$ cat src/rtl/genius_pkg.sv
`default_nettype none
// +------------------------------------------------------------------+
// | genius_pkg: state codes, size defaults and one-hot helper shared   |
// | by the genius sequence writer.               Revision: 1.0         |
// +------------------------------------------------------------------+
package genius_pkg;

  localparam int DEF_DEPTH  = 16;
  localparam int DEF_ADDR_W = 4;
  localparam int DEF_DATA_W = 4;

  typedef enum logic [3:0] {
    ST_IDLE         = 4'd0,
    ST_WAIT_PRESS   = 4'd1,
    ST_WAIT_RELEASE = 4'd2,
    ST_WRITE        = 4'd3,
    ST_DONE         = 4'd4
  } state_t;

  // Callers zero-extend their vector to 32 bits.
  function automatic logic is_onehot(input logic [31:0] v);
    return (v != 32'd0) && ((v & (v - 32'd1)) == 32'd0);
  endfunction

endpackage
`default_nettype wire

$ cat src/rtl/sync_ram_16x4.sv
`default_nettype none
// +------------------------------------------------------------------+
// | sync_ram_16x4: single write port, registered read port with        |
// | read-old-data behaviour on same-address collision. Revision: 1.0   |
// +------------------------------------------------------------------+
module sync_ram_16x4 #(
  parameter int DEPTH  = 16,
  parameter int DATA_W = 4,
  parameter int ADDR_W = $clog2(DEPTH)
) (
  input  logic              clk,
  input  logic              rst,
  input  logic              i_we,
  input  logic [ADDR_W-1:0] i_waddr,
  input  logic [DATA_W-1:0] i_wdata,
  input  logic [ADDR_W-1:0] i_raddr,
  output logic [DATA_W-1:0] o_rdata
);

  logic [DATA_W-1:0] r_mem [DEPTH];
  logic [DATA_W-1:0] r_rdata;

  // Storage is deliberately not reset so recorded contents survive reset.
  always_ff @(posedge clk) begin
    if (i_we) begin
      r_mem[i_waddr] <= i_wdata;
    end
  end

  always_ff @(posedge clk) begin
    if (rst) begin
      r_rdata <= '0;
    end else begin
      r_rdata <= r_mem[i_raddr];
    end
  end

  assign o_rdata = r_rdata;

endmodule
`default_nettype wire

$ cat src/rtl/genius_seq_writer.sv
`default_nettype none
// +------------------------------------------------------------------+
// | genius_seq_writer: records one-hot button presses into a RAM and   |
// | counts the length. Optional idle auto-finish: define               |
// | GENIUS_WRITER_TIMEOUT_EN.                    Revision: 1.0         |
// +------------------------------------------------------------------+
module genius_seq_writer
  import genius_pkg::*;
#(
  parameter int DEPTH          = DEF_DEPTH,
  parameter int ADDR_W         = DEF_ADDR_W,
  parameter int DATA_W         = DEF_DATA_W,
  parameter int TIMEOUT_CYCLES = 5000
) (
  input  logic              clock,
  input  logic              reset,
  input  logic              start,
  input  logic              stop,
  input  logic [DATA_W-1:0] botoes,
  input  logic [ADDR_W-1:0] rd_addr,
  output logic [DATA_W-1:0] rd_data,
  output logic [ADDR_W:0]   length,
  output logic              writing,
  output logic              done,
  output logic              full,
  output logic              invalid_press,
  output logic              wr_pulse,
  output logic              timeout,
  output logic [3:0]        db_estado
);

  state_t              r_state;
  state_t              w_next;
  logic [ADDR_W:0]     r_length;
  logic [ADDR_W:0]     w_len_inc;
  logic [DATA_W-1:0]   r_cap;
  logic                r_cap_valid;
  logic                r_full;
  logic                r_timeout;
  logic                r_stop_pending;
  logic                r_invalid;
  logic                w_press;
  logic                w_onehot;
  logic                w_last;
  logic                w_to_hit;
  logic                w_wr_en;
  logic                w_capture;
  logic                w_invalid;
  logic                w_to_fire;

  assign w_press   = (botoes != '0);
  assign w_onehot  = is_onehot(32'(botoes));
  assign w_len_inc = r_length + (ADDR_W+1)'(1);
  assign w_last    = (w_len_inc == (ADDR_W+1)'(DEPTH));

`ifdef GENIUS_WRITER_TIMEOUT_EN
  localparam int TO_W = (TIMEOUT_CYCLES > 1) ? $clog2(TIMEOUT_CYCLES) : 1;
  logic [TO_W-1:0] r_to_cnt;

  always_ff @(posedge clock) begin
    if (reset || start || (r_state != ST_WAIT_PRESS)) begin
      r_to_cnt <= '0;
    end else if (r_to_cnt != TO_W'(TIMEOUT_CYCLES - 1)) begin
      r_to_cnt <= r_to_cnt + TO_W'(1);
    end
  end

  assign w_to_hit = (r_state == ST_WAIT_PRESS) && (r_to_cnt == TO_W'(TIMEOUT_CYCLES - 1));
`else
  logic w_unused_timeout_cfg;
  assign w_unused_timeout_cfg = (TIMEOUT_CYCLES != 0);
  assign w_to_hit = 1'b0;
`endif

  always_comb begin
    w_next    = r_state;
    w_wr_en   = 1'b0;
    w_capture = 1'b0;
    w_invalid = 1'b0;
    w_to_fire = 1'b0;
    if (start) begin
      w_next = ST_WAIT_PRESS;
    end else begin
      case (r_state)
        ST_IDLE, ST_DONE: w_next = r_state;
        // A serviced stop wins over a press arriving in the same cycle.
        ST_WAIT_PRESS: begin
          if (stop || r_stop_pending) begin
            w_next = ST_DONE;
          end else if (w_press) begin
            w_next    = ST_WAIT_RELEASE;
            w_capture = w_onehot;
            w_invalid = !w_onehot;
          end else if (w_to_hit) begin
            w_next    = ST_DONE;
            w_to_fire = 1'b1;
          end
        end
        ST_WAIT_RELEASE: begin
          if (!w_press) begin
            w_next = r_cap_valid ? ST_WRITE : ST_WAIT_PRESS;
          end
        end
        ST_WRITE: begin
          w_wr_en = 1'b1;
          w_next  = w_last ? ST_DONE : ST_WAIT_PRESS;
        end
        default: w_next = ST_IDLE;
      endcase
    end
  end

  always_ff @(posedge clock) begin
    if (reset) begin
      r_state        <= ST_IDLE;
      r_length       <= '0;
      r_cap          <= '0;
      r_cap_valid    <= 1'b0;
      r_full         <= 1'b0;
      r_timeout      <= 1'b0;
      r_stop_pending <= 1'b0;
      r_invalid      <= 1'b0;
    end else begin
      r_state   <= w_next;
      r_invalid <= w_invalid;
      if (start) begin
        r_length       <= '0;
        r_full         <= 1'b0;
        r_timeout      <= 1'b0;
        r_stop_pending <= 1'b0;
        r_cap_valid    <= 1'b0;
      end else begin
        if (w_capture) begin
          r_cap       <= botoes;
          r_cap_valid <= 1'b1;
        end else if (w_invalid) begin
          r_cap_valid <= 1'b0;
        end
        if (w_wr_en) begin
          r_length <= w_len_inc;
          if (w_last) begin
            r_full <= 1'b1;
          end
        end
        if (w_next == ST_DONE) begin
          r_stop_pending <= 1'b0;
        end else if (stop && ((r_state == ST_WAIT_RELEASE) || (r_state == ST_WRITE))) begin
          r_stop_pending <= 1'b1;
        end
        if (w_to_fire) begin
          r_timeout <= 1'b1;
        end
      end
    end
  end

  sync_ram_16x4 #(
    .DEPTH  (DEPTH),
    .DATA_W (DATA_W),
    .ADDR_W (ADDR_W)
  ) u_ram (
    .clk     (clock),
    .rst     (reset),
    .i_we    (w_wr_en),
    .i_waddr (r_length[ADDR_W-1:0]),
    .i_wdata (r_cap),
    .i_raddr (rd_addr),
    .o_rdata (rd_data)
  );

  assign length        = r_length;
  assign full          = r_full;
  assign timeout       = r_timeout;
  assign invalid_press = r_invalid;
  assign wr_pulse      = (r_state == ST_WRITE);
  assign done          = (r_state == ST_DONE);
  assign writing       = (r_state == ST_WAIT_PRESS) || (r_state == ST_WAIT_RELEASE) ||
                         (r_state == ST_WRITE);
  assign db_estado     = r_state;

endmodule
`default_nettype wire
$ cat config.mk
export PLATFORM = sky130hd
export DESIGN_NAME = genius_seq_writer
export DESIGN_NICKNAME = d
export VERILOG_FILES = /design/src/rtl/genius_pkg.sv /design/src/rtl/sync_ram_16x4.sv /design/src/rtl/genius_seq_writer.sv
export SDC_FILE = /design/constraint.sdc
export NUM_CORES = 1
export LEC_CHECK = 0
export CAP_MARGIN = 20
export CORE_MARGIN = 2
export CORE_UTILIZATION = 35
export CTS_CLUSTER_DIAMETER = 30
export CTS_CLUSTER_SIZE = 20
export DETAILED_ROUTE_END_ITERATION = 12
export PLACE_DENSITY = 0.6
export SLEW_MARGIN = 20
export SYNTH_ARGS = -nofsm -noshare
export SYNTH_HDL_FRONTEND = slang
export SYNTH_HIERARCHICAL = 1
export SYNTH_SLANG_ARGS = --single-unit
$ cat constraint.sdc
create_clock -name clock -period 1.93 [get_ports clock]
set_input_delay 0.2895 -clock clock [delete_from_list [all_inputs] [get_ports clock]]
set_output_delay 0.2895 -clock clock [all_outputs]
set_load 0.005 [all_outputs]
==> flow_summary.toml <==
[drt]
wl_per_cell_um = 15.7
wl_um = 7200
first_pass_iters = 4
vias_per_cell = 4.95
vias = 2267
antenna_left = 0
drtIter0Drc = 161
drc = 0

[global_routing]
grt_antenna_before_repair = 0
grt_pass1_wl_um = 11700
grt_max_degree = 18
grt_remaining_overflow = 0
grt_pass1_vias = 2270
grt_usage_pct = 13.9

[final_layout]
area_delta_synth_final_pct = 26.5
fin_util_pct = 45.7
nNetsFinal = 333
drive_gt1_share_pct = 23.1
antennaDiodeCount = 0
instances_no_fill = 458
n_fill_cell = 877

[synthesis]
synth_top_family_by_area = "simple AND/OR/NAND/NOR gates"
synth.avg_cell_area_sq_um = 14.2
synth-simple-area-share_pct = 12.8
synth_common_cells = "64 x edfxtp_1, 34 x nor2_1, 21 x dfxtp_1"
synth-adder-area-share_pct = 0.354
synth.area.top_cells = "edfxtp_1 54%, dfxtp_1 12%, mux2i_1 5.1%, nor2_1 3.6%, mux4_2 3.2%"
synth_edf_count = 64
synth_top_area_share_pct = 54.4
synth_ff_type = "edfxtp_1"
synthMuxAreaShare_pct = 11.3
synth_compound_area_share_pct = 5.53
ys_seq_elements = 85
synth_xor_area_share_pct = 0.993
synthMostInstantiatedCell = "edfxtp_1"
synth_cells = 249
async_flop_share_pct = 0
yosysTopAreaCell = "edfxtp_1"
synth_warnings = 6
synth_cell_type_count = 49
netlist_area_sq_mm = 0.00353
ys_seq_area_share_pct = 66.4

[floorplanning]
core_sq_mm = 0.00977
die_area_sq_mm = 0.0109
io-pin-count = 31
die_w_um = 104
start_util_pct = 36.1
rows = 36
die_h_um = 104

[clock_tree]
cts_tree = "yes"
clk_pin_slew_ps = 80
cts_buffer_depth = 2
ctsHoldBuffers = 0
root_buffer = "clkbuf_8"
cts_made_buffers = 9
clk-insertion-delay-late_ps = 350
htreeDepth = 3
cts_sinks = 85

[placed_design]
dp_hpwl_um = 4980
port-buffer-count = 29
gp_congestion = 0.831
dp.cells = 439

[critical_path]
cp-start-kind = "flip-flop"
crit_path_end_kind = "primary output"
path_max_fanout = 3
critPathKind = "flip-flop to primary output"
crit_arrival_ps = 1570
required_ps = 1640

[sta]
rsz0062_at_grt = "no"
slew-limit-headroom_pct = 59.5
worstMarginPinSlew_ps = 607
timing.final.crit_share_pct = 96.2
drv_slew = 0
finalHoldViolations = 0
fin_tns_setup_ps = 0
setup_violations = 0
fin_crit_ps = 1860
clock.fmax_mhz = 539
skew_ps = 9.59

[power]
vdd_drop_max_v = 0.000358
pwr_density_cell_mw_per_mm2 = 756
p_leak_nw = 1.59

[worst_hold_path]
min_path_type = "flip-flop to flip-flop"

[flow_run]
maxCapViolations = 0

[status]
status = "complete, no violations"
-- routing by layer --
| layer | track usage [%] | routed length, um |
|---|---|---|
| met4 | 4.15 | 89 |
| met2 | 21.9 | 3460 |
| met3 | 4.39 | 332 |
| met5 | 0 | 0 |
| met1 | 18.4 | 3330 |
-- final cells by class --
type | instances | area (sq um) | area share [%]
clock inverter | 4 | 47.5 | 1.07
sequential | 85 | 2350 | 52.6
multi-input combinational | 150 | 1120 | 25.2
clock buffer | 12 | 145 | 3.25
inverter | 4 | 15.0 | 0.336
timing repair buffer | 70 | 619 | 13.9
tap | 133 | 166 | 3.73
-- final timing paths --
check | depth (start not counted) | endpoint | slack, ps | start
setup / recovery | 3 | wr_pulse | 70 | db_estado[3]
hold / removal | 2 | full | 480 | full
setup reg to reg | 4 | u_ram/r_mem[1][0] | 180 | db_estado[3]
hold reg to reg | 2 | full | 480 | full
-- where the power goes --
group	switching (mW)	leakage, nW	internal [mW]
Combinational	0.0910	0.746	0.109
Clock	0.591	0.0964	0.630
Sequential	0.00653	0.744	1.95
-- flip-flops by register name, summed over array words and instances, names as in the netlist --
signal	flops
u_ram/r_mem	64
length	5
db_estado	4
r_cap	4
u_ram/o_rdata	4
full	1
invalid_press	1
r_cap_valid	1
r_stop_pending	1
-- critical path, cell delays in order (launching register included) --
cell	delay, ps
dfxtp_1	320
and4bb_1	300
buf_6	120
clkdlybuf4s50_1	490
-- cell families after synthesis --
| group | after synthesis |
|---|---|
| flops | 85 |
| mux | 27 |
| fa+ha+maj | 1 |
| compound gates | 28 |
| other cells | 1 |
| simple gates | 88 |
| buf+inv | 15 |
| xor+xnor | 4 |
-- cells in the final DEF, fill, tap and decap left out, types with 2 or more instances in the layout --
master,n
nor3_1,6
dfxtp_1,20
inv_1,4
nor2_1,31
clkdlybuf4s50_1,27
mux4_2,5
and2b_2,2
nor2_2,6
dlymetal6s2s_1,2
o2111ai_1,2
a211oi_1,3
a31oi_1,2
clkbuf_8,10
nand2b_1,3
o21ai_0,3
mux2i_1,18
buf_4,39
nor4_1,2
nand3_1,7
clkbuf_1,2
conb_1,2
nand4_1,3
clkinv_2,2
nand3b_1,3
a41oi_1,2
o21ai_1,3
a21oi_1,4
edfxtp_1,64
a22oi_1,2
mux4_1,4
xor2_1,3
nand2_1,13
-- stage by stage --
stage / hold WS [ps] / power [mW] / setup slack [ps] / cell area (sq um)
6_report: 484 / 3.38 / 74.3 / 4460
5_1_grt: 513 / 3.50 / 6.63 / 4460
4_1_cts: 486 / 3.41 / 1.86 / 4440
3_5_place_dp: 461 / 2.19 / -155 / 4230
3_3_place_gp: 458 / 2.19 / -85.1 / 4230
2_1_floorplan: 389 / 2.09 / 26.9 / 3560
-- repair_timing --
action	in CTS	in global routing
gates resized for setup	1	4
endpoints found under the hold margin	0	0
buffers inserted	2	1
endpoints found under the setup margin	1	3
gates cloned	0	0
pin swaps	0	2
Note: power is estimated with default switching activity, not from simulation.
